File: src/rtl/pseudo_spi_xfer_pkg.sv
// rtl/pseudo_spi_xfer_pkg.sv - shared state, phase and mode encodings for the transfer engine
// Contents: spi_state_t (word-level FSM), spi_phase_t (four phases of one serial bit),
//           MODE_READ / MODE_WRITE transfer direction constants.
package pseudo_spi_xfer_pkg;

  typedef enum logic [2:0] {
    SPI_IDLE,
    SPI_ADDR,
    SPI_READ,
    SPI_SHIFT,
    SPI_LATCH,
    SPI_WRITE,
    SPI_DONE
  } spi_state_t;

  // P0 setup, P1 SCLK1 high, P2 both low, P3 SCLK2 high
  typedef enum logic [1:0] {
    PH_SETUP,
    PH_SCLK1,
    PH_GAP,
    PH_SCLK2
  } spi_phase_t;

  localparam logic MODE_READ  = 1'b0;  // SRAM -> spi_so
  localparam logic MODE_WRITE = 1'b1;  // spi_si -> SRAM

endpackage

File: src/rtl/pseudo_spi_xfer_if.sv
// rtl/pseudo_spi_xfer_if.sv - control, SRAM and serial-chain signals of the transfer engine
// Signals: bgn/mode/msb_first/addr_bgn/data_len/freq_div (request), pi/cen/d_we/a/po (SRAM),
//          spi_si/spi_so/sclk1/sclk2/lat (shift chain), busy/spi_is_done (status).
// master: engine side; slave: host, SRAM and chain side.
interface pseudo_spi_xfer_if #(
  parameter int MEMORY_DATA_WIDTH = 8,
  parameter int MEMORY_ADDR_WIDTH = 9,
  parameter int DATA_LEN_WIDTH    = 8,
  parameter int DIV_WIDTH         = 8
);

  logic                         bgn;
  logic                         mode;
  logic                         msb_first;
  logic [MEMORY_ADDR_WIDTH-1:0] addr_bgn;
  logic [DATA_LEN_WIDTH-1:0]    data_len;
  logic [DIV_WIDTH-1:0]         freq_div;
  logic [MEMORY_DATA_WIDTH-1:0] pi;
  logic                         spi_si;
  logic                         sclk1;
  logic                         sclk2;
  logic                         lat;
  logic                         spi_so;
  logic                         cen;
  logic                         d_we;
  logic [MEMORY_ADDR_WIDTH-1:0] a;
  logic [MEMORY_DATA_WIDTH-1:0] po;
  logic                         busy;
  logic                         spi_is_done;

  modport master (
    input  bgn, mode, msb_first, addr_bgn, data_len, freq_div, pi, spi_si,
    output sclk1, sclk2, lat, spi_so, cen, d_we, a, po, busy, spi_is_done
  );

  modport slave (
    output bgn, mode, msb_first, addr_bgn, data_len, freq_div, pi, spi_si,
    input  sclk1, sclk2, lat, spi_so, cen, d_we, a, po, busy, spi_is_done
  );

endinterface

File: src/rtl/pseudo_spi_xfer_phase_gen.sv
// rtl/pseudo_spi_xfer_phase_gen.sv - bit-rate divider and four-phase sequencer (spi_phase_gen)
// Ports: clk, rst (sync, active high); run (count while high), clr (restart at P0),
//        div (phase length minus one); phase_nxt (phase in effect next cycle),
//        phase_end (last cycle of a phase), bit_end (last cycle of P3).
module spi_phase_gen
  import pseudo_spi_xfer_pkg::*;
#(
  parameter int DIV_WIDTH = 8
) (
  input  logic                 clk,
  input  logic                 rst,
  input  logic                 run,
  input  logic                 clr,
  input  logic [DIV_WIDTH-1:0] div,
  output spi_phase_t           phase_nxt,
  output logic                 phase_end,
  output logic                 bit_end
);

  logic [DIV_WIDTH-1:0] cnt;
  spi_phase_t           phase;

  assign phase_end = run && (cnt == div);
  assign bit_end   = phase_end && (phase == PH_SCLK2);

  // Exposed so the top can register its clock outputs one cycle ahead.
  always_comb begin
    phase_nxt = phase;
    if (clr || !run)
      phase_nxt = PH_SETUP;
    else if (phase_end)
      phase_nxt = spi_phase_t'(phase + 2'd1);
  end

  always_ff @(posedge clk) begin
    if (rst || clr || !run) begin
      cnt   <= '0;
      phase <= PH_SETUP;
    end else if (phase_end) begin
      cnt   <= '0;
      phase <= phase_nxt;
    end else begin
      cnt <= cnt + 1'b1;
    end
  end

endmodule

File: src/rtl/pseudo_spi_xfer.sv
// rtl/pseudo_spi_xfer.sv - SRAM <-> two-phase shift chain word transfer engine
// Ports: clk, rst (sync, active high); bus (pseudo_spi_xfer_if.master): request inputs,
//        SRAM port (cen/d_we/a/po/pi), chain (sclk1/sclk2/lat/spi_so/spi_si), busy, spi_is_done.
// All outputs are registered from next-state values so they line up with the state they describe.
module pseudo_spi_xfer
  import pseudo_spi_xfer_pkg::*;
#(
  parameter int MEMORY_DATA_WIDTH = 8,
  parameter int MEMORY_ADDR_WIDTH = 9,
  parameter int DATA_LEN_WIDTH    = 8,
  parameter int DIV_WIDTH         = 8
) (
  input  logic               clk,
  input  logic               rst,
  pseudo_spi_xfer_if.master  bus
);

  localparam int W  = MEMORY_DATA_WIDTH;
  localparam int BW = (W > 1) ? $clog2(W) : 1;

  spi_state_t                   state, state_nxt;
  spi_phase_t                   phase_nxt;
  logic                         phase_end, bit_end, accept, run;
  logic                         mode_r, msb_r, in_bit;
  logic [DIV_WIDTH-1:0]         div_r;
  logic [MEMORY_ADDR_WIDTH-1:0] addr, addr_nxt;
  logic [DATA_LEN_WIDTH-1:0]    words_left, words_nxt;
  logic [BW-1:0]                bit_cnt, bit_nxt;
  logic [W-1:0]                 shreg, shreg_nxt;

  // Counters restart on every state change so each SHIFT/LATCH begins at P0.
  assign run = (state == SPI_SHIFT) || (state == SPI_LATCH);

  spi_phase_gen #(.DIV_WIDTH(DIV_WIDTH)) u_phase (
    .clk       (clk),
    .rst       (rst),
    .run       (run),
    .clr       (state_nxt != state),
    .div       (div_r),
    .phase_nxt (phase_nxt),
    .phase_end (phase_end),
    .bit_end   (bit_end)
  );

  // Read mode shifts zeros in behind the outgoing data; write mode shifts spi_si in.
  assign in_bit = (mode_r == MODE_WRITE) ? bus.spi_si : 1'b0;

  always_comb begin
    state_nxt = state;
    addr_nxt  = addr;
    words_nxt = words_left;
    bit_nxt   = bit_cnt;
    shreg_nxt = shreg;
    accept    = 1'b0;
    case (state)
      SPI_IDLE: begin
        if (bus.bgn) begin
          accept    = 1'b1;
          addr_nxt  = bus.addr_bgn;
          words_nxt = bus.data_len;
          bit_nxt   = '0;
          if (bus.data_len == '0)
            state_nxt = SPI_DONE;
          else if (bus.mode == MODE_WRITE)
            state_nxt = SPI_SHIFT;
          else
            state_nxt = SPI_ADDR;
        end
      end
      SPI_ADDR: state_nxt = SPI_READ;
      SPI_READ: begin
        shreg_nxt = bus.pi;
        state_nxt = SPI_SHIFT;
      end
      SPI_SHIFT: begin
        if (bit_end) begin
          shreg_nxt = msb_r ? {shreg[W-2:0], in_bit} : {in_bit, shreg[W-1:1]};
          if (bit_cnt == BW'(W - 1)) begin
            bit_nxt   = '0;
            state_nxt = SPI_LATCH;
          end else begin
            bit_nxt = bit_cnt + 1'b1;
          end
        end
      end
      SPI_LATCH: begin
        if (phase_end) begin
          if (mode_r == MODE_WRITE) begin
            state_nxt = SPI_WRITE;
          end else begin
            words_nxt = words_left - 1'b1;
            addr_nxt  = addr + 1'b1;
            state_nxt = (words_left == DATA_LEN_WIDTH'(1)) ? SPI_DONE : SPI_ADDR;
          end
        end
      end
      SPI_WRITE: begin
        words_nxt = words_left - 1'b1;
        addr_nxt  = addr + 1'b1;
        state_nxt = (words_left == DATA_LEN_WIDTH'(1)) ? SPI_DONE : SPI_SHIFT;
      end
      SPI_DONE: state_nxt = SPI_IDLE;
      default:  state_nxt = SPI_IDLE;
    endcase
  end

  always_ff @(posedge clk) begin
    if (rst) begin
      state           <= SPI_IDLE;
      addr            <= '0;
      words_left      <= '0;
      bit_cnt         <= '0;
      shreg           <= '0;
      mode_r          <= MODE_READ;
      msb_r           <= 1'b0;
      div_r           <= '0;
      bus.sclk1       <= 1'b0;
      bus.sclk2       <= 1'b0;
      bus.lat         <= 1'b0;
      bus.spi_so      <= 1'b0;
      bus.cen         <= 1'b1;
      bus.d_we        <= 1'b0;
      bus.a           <= '0;
      bus.po          <= '0;
      bus.busy        <= 1'b0;
      bus.spi_is_done <= 1'b0;
    end else begin
      state      <= state_nxt;
      addr       <= addr_nxt;
      words_left <= words_nxt;
      bit_cnt    <= bit_nxt;
      shreg      <= shreg_nxt;
      if (accept) begin
        mode_r <= bus.mode;
        msb_r  <= bus.msb_first;
        div_r  <= bus.freq_div;
      end
      bus.sclk1 <= (state_nxt == SPI_SHIFT) && (phase_nxt == PH_SCLK1);
      bus.sclk2 <= (state_nxt == SPI_SHIFT) && (phase_nxt == PH_SCLK2);
      bus.lat   <= (state_nxt == SPI_LATCH);
      // mode_r is stale on the accept cycle, but read mode never goes IDLE -> SHIFT.
      if ((state_nxt == SPI_SHIFT) && (state != SPI_IDLE) && (mode_r == MODE_READ))
        bus.spi_so <= msb_r ? shreg_nxt[W-1] : shreg_nxt[0];
      else
        bus.spi_so <= 1'b0;
      bus.cen  <= !((state_nxt == SPI_ADDR) || (state_nxt == SPI_WRITE));
      bus.d_we <= (state_nxt == SPI_WRITE);
      if ((state_nxt == SPI_ADDR) || (state_nxt == SPI_WRITE))
        bus.a <= addr_nxt;
      if (state_nxt == SPI_WRITE)
        bus.po <= shreg_nxt;
      bus.busy <= !((state_nxt == SPI_IDLE) || (state_nxt == SPI_DONE));
      if (state_nxt == SPI_DONE)
        bus.spi_is_done <= 1'b1;
      else if (accept)
        bus.spi_is_done <= 1'b0;
    end
  end

endmodule

File: src/flat_wrapper.sv
// flat-port wrapper written by rule: the top's interface ports become plain ports
module pseudo_spi_xfer_flat import pseudo_spi_xfer_pkg::*;
#(
  parameter int MEMORY_DATA_WIDTH = 8,
  parameter int MEMORY_ADDR_WIDTH = 9,
  parameter int DATA_LEN_WIDTH    = 8,
  parameter int DIV_WIDTH         = 8
)
  (clk, rst, bus_bgn, bus_mode, bus_msb_first, bus_addr_bgn, bus_data_len, bus_freq_div, bus_pi, bus_spi_si, bus_sclk1, bus_sclk2, bus_lat, bus_spi_so, bus_cen, bus_d_we, bus_a, bus_po, bus_busy, bus_spi_is_done);
  pseudo_spi_xfer_if #(.MEMORY_DATA_WIDTH(MEMORY_DATA_WIDTH), .MEMORY_ADDR_WIDTH(MEMORY_ADDR_WIDTH), .DATA_LEN_WIDTH(DATA_LEN_WIDTH), .DIV_WIDTH(DIV_WIDTH)) bus_i ();
  input  logic clk;
  input  logic rst;
  input wire logic [$bits(bus_i.bgn)-1:0] bus_bgn;
  input wire logic [$bits(bus_i.mode)-1:0] bus_mode;
  input wire logic [$bits(bus_i.msb_first)-1:0] bus_msb_first;
  input wire logic [$bits(bus_i.addr_bgn)-1:0] bus_addr_bgn;
  input wire logic [$bits(bus_i.data_len)-1:0] bus_data_len;
  input wire logic [$bits(bus_i.freq_div)-1:0] bus_freq_div;
  input wire logic [$bits(bus_i.pi)-1:0] bus_pi;
  input wire logic [$bits(bus_i.spi_si)-1:0] bus_spi_si;
  output wire logic [$bits(bus_i.sclk1)-1:0] bus_sclk1;
  output wire logic [$bits(bus_i.sclk2)-1:0] bus_sclk2;
  output wire logic [$bits(bus_i.lat)-1:0] bus_lat;
  output wire logic [$bits(bus_i.spi_so)-1:0] bus_spi_so;
  output wire logic [$bits(bus_i.cen)-1:0] bus_cen;
  output wire logic [$bits(bus_i.d_we)-1:0] bus_d_we;
  output wire logic [$bits(bus_i.a)-1:0] bus_a;
  output wire logic [$bits(bus_i.po)-1:0] bus_po;
  output wire logic [$bits(bus_i.busy)-1:0] bus_busy;
  output wire logic [$bits(bus_i.spi_is_done)-1:0] bus_spi_is_done;
  assign bus_i.bgn = bus_bgn;
  assign bus_i.mode = bus_mode;
  assign bus_i.msb_first = bus_msb_first;
  assign bus_i.addr_bgn = bus_addr_bgn;
  assign bus_i.data_len = bus_data_len;
  assign bus_i.freq_div = bus_freq_div;
  assign bus_i.pi = bus_pi;
  assign bus_i.spi_si = bus_spi_si;
  assign bus_sclk1 = bus_i.sclk1;
  assign bus_sclk2 = bus_i.sclk2;
  assign bus_lat = bus_i.lat;
  assign bus_spi_so = bus_i.spi_so;
  assign bus_cen = bus_i.cen;
  assign bus_d_we = bus_i.d_we;
  assign bus_a = bus_i.a;
  assign bus_po = bus_i.po;
  assign bus_busy = bus_i.busy;
  assign bus_spi_is_done = bus_i.spi_is_done;
  pseudo_spi_xfer #(.MEMORY_DATA_WIDTH(MEMORY_DATA_WIDTH), .MEMORY_ADDR_WIDTH(MEMORY_ADDR_WIDTH), .DATA_LEN_WIDTH(DATA_LEN_WIDTH), .DIV_WIDTH(DIV_WIDTH)) u_core (.clk(clk), .rst(rst), .bus(bus_i));
endmodule
File: config.mk
export PLATFORM = sky130hd
export DESIGN_NAME = pseudo_spi_xfer_flat
export DESIGN_NICKNAME = d
export VERILOG_FILES = /design/src/rtl/pseudo_spi_xfer_pkg.sv /design/src/rtl/pseudo_spi_xfer_if.sv /design/src/rtl/pseudo_spi_xfer_phase_gen.sv /design/src/rtl/pseudo_spi_xfer.sv /design/src/flat_wrapper.sv
export SDC_FILE = /design/constraint.sdc
export NUM_CORES = 1
export LEC_CHECK = 0
export BUFFER_PORTS_ARGS = -buffer_cell sky130_fd_sc_hd__clkbuf_2
export CORE_ASPECT_RATIO = 0.8
export CORE_MARGIN = 2
export CORE_UTILIZATION = 60
export DETAILED_ROUTE_END_ITERATION = 16
export PLACE_DENSITY = 0.82
export REMOVE_ABC_BUFFERS = 1
export SLEW_MARGIN = 25
export SYNTH_ARGS = -nofsm -noshare
export SYNTH_HDL_FRONTEND = slang
export SYNTH_HIERARCHICAL = 1
export SYNTH_SLANG_ARGS = --single-unit
File: constraint.sdc
create_clock -name clk -period 6.98 [get_ports clk]
set_input_delay 1.047 -clock clk [delete_from_list [all_inputs] [get_ports clk]]
set_output_delay 1.047 -clock clk [all_outputs]
set_load 0.01 [all_outputs]
* Yosys cells after proc, flatten, opt, wreduce, memory -nomap -nowiden
Index checks and enable logic that the tools add are counted.
** Word-level totals
- Bits in registers :: 76
- Output and inout port bits :: 25
** Operators by class
- Add/subtract/negate cells :: 5
- Equality and inequality tests :: 21
- Mux-type cells :: 33
- Bitwise gates (word level) :: 2
- Reductions and logical operators :: 26
** Operators with widths (number)
- 8-bit 2-to-1 mux :: 5
- 3-bit 2-to-1 mux :: 11
- 9-bit 2-to-1 mux :: 3
- 9-bit case mux with 3 select lines :: 1
- 8-bit case mux with 3 select lines :: 1
- 3-bit equality test (second input constant) :: 6
- 3-bit case mux with 6 select lines :: 1
- 8-bit case mux with 2 select lines :: 1
- 9-bit by 1-bit adder with 9-bit output (second input constant) :: 1
- 3-bit by 2-bit equality test with 1-bit output (second input constant) :: 3
- 8-bit by 1-bit adder with 8-bit output (second input constant) :: 1
- 8-bit by 1-bit equality test with 1-bit output (second input constant) :: 1
- 8-bit equality test :: 1
- 8-bit zero test :: 1
- 8-bit by 1-bit subtractor with 8-bit output (second input constant) :: 1
- 3-bit by 1-bit equality test with 1-bit output (second input constant) :: 2
- 1-bit logical AND :: 6
- 3-bit zero test :: 2
- 1-bit logical OR :: 6
- 1-bit 2-to-1 mux :: 6
- 2-bit 2-to-1 mux :: 3
- 2-bit != test (second input constant) :: 3
- 3-bit case mux with 2 select lines :: 1
- 3-bit nonzero test :: 2
- 12 further kinds :: 18

* Depth between registers and ports, before layout
- Word-level depth :: 11
- Depth in mapped cells :: 17

* Modules after synthesis
The synthesis kept the hierarchy.
** By module, submodules not included
- pseudo_spi_xfer :: instances 1, cells an instance 373, area an instance 3248.1 um^2, seq. area each 1321.3 um^2
- spi_phase_gen :: instances 1, cells an instance 62, area an instance 553.0 um^2, seq. area each 200.2 um^2

* Worst setup path after synthesis
No wires, ideal clock.
- Path kind :: flip-flop to flip-flop
- Start point :: register u_core.state[0]
- End point :: register u_core.u_phase.cnt[2]
- Setup time :: 0.064 ns
- Arrival time :: 3.950 ns
- Required time :: 6.916 ns
- Path slack :: 2.966 ns
- Cell stages (with the launch flop) :: 18
- Period minus slack after synthesis :: 4.014 ns
- Cells stage by stage :: dfxtp_1 clkbuf_1 buf_1 nand2_1 o21ai_0 nand2_1 nor3_1 and2_1 buf_2 a31o_2 a21oi_1 a2111oi_4 clkbuf_1 o2111ai_1 nand2b_1 or2_2 a31o_2 nor2_1
** On the way
- Longest elaborated chain between the ends :: 10
** Ends and longest elaborated chain
- from (decl) :: RTL line pseudo_spi_xfer.sv:21 : spi_state_t state, state_nxt;
- from (signal assigned) :: RTL line pseudo_spi_xfer.sv:128 : state <= state_nxt;
- 3-bit by 2-bit equality test with 1-bit output / 3-bit equality test (equally long branches) :: RTL line pseudo_spi_xfer.sv:32 : assign run = (state == SPI_SHIFT) || (state == SPI_LATCH);
- 1-bit logical OR (*) :: RTL line pseudo_spi_xfer.sv:32
- named net u_core.run :: RTL line pseudo_spi_xfer.sv:23 : logic phase_end, bit_end, accept, run;
- 1-bit logical AND (*) :: RTL line pseudo_spi_xfer_phase_gen.sv:23 : assign phase_end = run && (cnt == div);
- named net u_core.phase_end :: RTL line pseudo_spi_xfer.sv:23
- 1-bit logical AND (*) :: RTL line pseudo_spi_xfer_phase_gen.sv:24 : assign bit_end = phase_end && (phase == PH_SCLK2);
- named net u_core.bit_end :: RTL line pseudo_spi_xfer.sv:23
- 3-bit 2-to-1 mux (*) :: RTL line pseudo_spi_xfer.sv:76 : if (bit_end) begin
- 3-bit case mux with 6 select lines (*) :: RTL line pseudo_spi_xfer.sv:55 : case (state)
- 3-bit != test (*) :: RTL line pseudo_spi_xfer.sv:38 : .clr (state_nxt != state),
- 1-bit logical OR (*) (2 in series) :: RTL line pseudo_spi_xfer_phase_gen.sv:36 : if (rst || clr || !run) begin
- 2-bit OR reduction (no source line) (*)
- to (signal assigned) :: RTL line pseudo_spi_xfer_phase_gen.sv:43 : cnt <= cnt + 1'b1;
- to (decl) :: RTL line pseudo_spi_xfer_phase_gen.sv:20 : logic [DIV_WIDTH-1:0] cnt;
The timed path passes the listed nets; every way through them passes the cells marked *.
A chain may end at the register's enable or synchronous reset.

* Worst setup path in the final report
- Start point :: register u_core.state[0]
- End point :: register u_core.u_phase.cnt[6]
The elaborated chain is that of the path after synthesis.

==> run metrics <==
outcome finished clean; Power Density about 240 mW/mm2; Critical Path AT ~4.7 ns; CP Cell Sequence nand2_1 -> o21ai_0 -> nand2_1 -> nor3_1 -> and2_1 -> a31o_2 -> a21oi_1 -> a2111oi_4 -> o2111ai_1 -> nand2b_1 -> or2_2 -> a31o_2 -> nor2_1; Post-CTS Setup Inserts 0; ys flop type dfxtp_1; WL/cell around 16 um; post-synth top area share around 40%; critical path fanouts, max 25; count of distinct cell types in the synthesized netlist 60; Die X just over 90 um; die area roughly 0.007 mm2; cell taking the most area after synthesis dfxtp_1; core area approximately 0.0060 mm2; Layout Skew about 0.013 ns; clock tree from TritonCTS built; ratio of cells with drive above 1 in the final layout between 20% and 30%; Hold Vio Cnt, Final 0; clk root buf clkbuf_8; vias per cell ~6; DRC viols 0; Num CTS Buffers 9; Initial Utilization ~63%; total track usage about 28%; Relative slew margins roughly 34%; CP delay by family, top simple AND/OR/NAND/NOR gates; post-synthesis area per instance 8.74 um2; PostCTS Resize Cnt 0; largest net degree at the start of global routing 63; first-pass GRT wire length around 15000 um; Post-synth top cells 76 x dfxtp_1, 46 x a21oi_1, 45 x nor2_1, 41 x nand2_1; Routability Congestion between 0.9 and 1; Hold WC Path Type flop to flop; top cells by area, synth dfxtp_1 40%, a21oi_1 6.1%, nor2_1 4.4%, nand2_1 4.0%, mux2i_1 3.7%; 1st-pass router iterations 5; Die H between 70 and 80 um; Top Ports 64; Worst EP required between 7 and 8 ns; period utilization between 60% and 70%; Startpoint Class flop; DR iter-0 viols 270; H-Tree Depth 3; detailed-route via count between 3000 and 4000; clk_lat worst skew between 0.3 and 0.4 ns; kind of critical path flop to flop; warning count from the yosys run 6; Max VDD drop ~0.00014 V; Slew @ Worst Pin ~1 ns; Sink Count 76; P_leak between 1.5 and 2 nW; cell area after synthesis ~0.0038 mm2; Slew Viols, Final 0; Routed WL a little over 9000 um; Core Util, Final 72.4%; Setup-failing EPs final 0; count leader, synth dfxtp_1; area grow syn2layout 14.4%; row cnt 25; DRT antenna net count 0; vias in the first global route 3253; async set-reset flop share out of synthesis 0%; nets ~530; Synth Instances approximately 440; endpoint class of the critical path flop; CTS Buffer Depth 2; Overflow after GRT 0; Setup TNS 0 ns; initial antenna violation count 0; PortBufs 63; max-cap violations 0; Ant. Diodes 0; CP peak stage delay between 0.9 and 1 ns; Seq cells post-synth 76; Slowest-stage cell, CP dfxtp_1; Hold Buf Count CTS 0; EDFF count, synth 0; RSZ-0062 raised after global routing no; Buf/Inv on CP 0; share of the yosys chip area belonging to registers around two fifths; FMAX between 200 and 250 MHz; min cycle time layout 4.38 ns; clock slew at reported path FFs 0.08 ns; DPL Wire Length approximately 6200 um
-- flip-flops by register name, indices dropped and copies added, names as in the netlist, 2 cells and up --
| name | cells |
|---|---|
| u_core/u_phase/cnt | 8 |
| u_core/u_phase/phase | 2 |
| u_core/div_r | 8 |
| u_core/bus.a | 9 |
| u_core/state | 3 |
| u_core/words_left | 8 |
| u_core/bit_cnt | 3 |
| u_core/bus.po | 8 |
| u_core/addr | 9 |
| u_core/shreg | 8 |
-- power by group --
group | switching, W | internal [W]
clock network | 0.000162 | 0.000187
logic | 0.000105 | 0.0000794
registers | 0.0000326 | 0.000462
total | 0.000300 | 0.000729
-- worst register-to-register path, delay by kind of cell, from the launching register on --
kind / cells / cell delay [ns]
AOI/OAI and AO/OA: 6 / 1.64
DFF: 1 / 0.98
and+or+nand+nor: 7 / 1.70
-- metrics by stage --
stage	total power [W]	cells	hold WS [ns]	instance area [um2]	setup slack (ns)
floorplan	0.000617	407	0.443	3670	2.88
global placement	0.000676	556	0.458	4130	2.60
detailed placement	0.000683	556	0.466	4130	2.31
CTS	0.00103	572	0.478	4340	2.25
global route	0.00108	573	0.496	4350	2.24
finish	0.00103	573	0.471	4350	2.60
-- path summary, 6_finish.rpt --
kind	from	to	slack (ns)	cells past startpoint
worst max-delay path	u_core/state[0]$_SDFF_PP0_	u_core/u_phase/cnt[6]$_SDFF_PP0_	2.60	13
worst min-delay path	u_core/div_r[1]$_SDFFE_PP0P_	u_core/div_r[1]$_SDFFE_PP0P_	0.47	2
worst max register to register	u_core/state[0]$_SDFF_PP0_	u_core/u_phase/cnt[6]$_SDFF_PP0_	2.60	13
worst min register to register	u_core/div_r[1]$_SDFFE_PP0P_	u_core/div_r[1]$_SDFFE_PP0P_	0.47	2
-- routing by layer --
metal | routed length (um) | GRT usage (%) | vias to the layer above
met5 | 0 | 0 | -
met4 | 89 | 8.82 | 0
met3 | 675 | 7.91 | 7
met2 | 4240 | 45.4 | 140
met1 | 4070 | 35.9 | 1599
li1 | - | - | 1681
-- layout make-up --
cell class	instances	area, um2
Tap cell	81	101
Timing Repair Buffer	69	360
Fill cell	484	1660
Clock buffer	12	155
Multi-Input combinational cell	323	2120
Inverter	8	30.0
Clock inverter	4	55.1
Sequential cell	76	1520
-- logic make-up (layout without fill, tap and decap cells) --
logic type                 after synthesis  after routing  share of synthesized area [%]
buffers and inverters                   36             93                           4.31
and+or+nand+nor                        163            163                           22.8
AOI/OAI and AO/OA                      114            114                           20.2
muxes                                   24             24                           6.65
DFF                                     76             76                           40.0
xor gates and xnor gates                15             15                           3.65
adders and majority gates                7              7                           2.30
-- cell usage in the layout (no fill, tap or decap), drive strengths merged, types with 3 or more instances in the layout --
master | Yosys | routed
a211oi | 18 | 18
a21oi | 46 | 46
a221oi | 4 | 4
a22o | 3 | 3
a2bb2oi | 4 | 4
a32o | 4 | 4
and2 | 5 | 5
and3 | 9 | 9
buf | 10 | 6
clkbuf | 18 | 75
dfxtp | 76 | 76
ha | 7 | 7
inv | 8 | 10
mux2 | 10 | 10
mux2i | 14 | 14
nand2 | 41 | 41
nand2b | 4 | 4
nand3 | 12 | 12
nand4 | 4 | 4
nor2 | 45 | 45
nor2b | 16 | 16
nor3 | 7 | 7
o21ai | 9 | 9
o22ai | 8 | 8
o31ai | 4 | 4
or4 | 5 | 5
xnor2 | 11 | 11
xor2 | 4 | 4
Power figures use the tool's default switching activity.
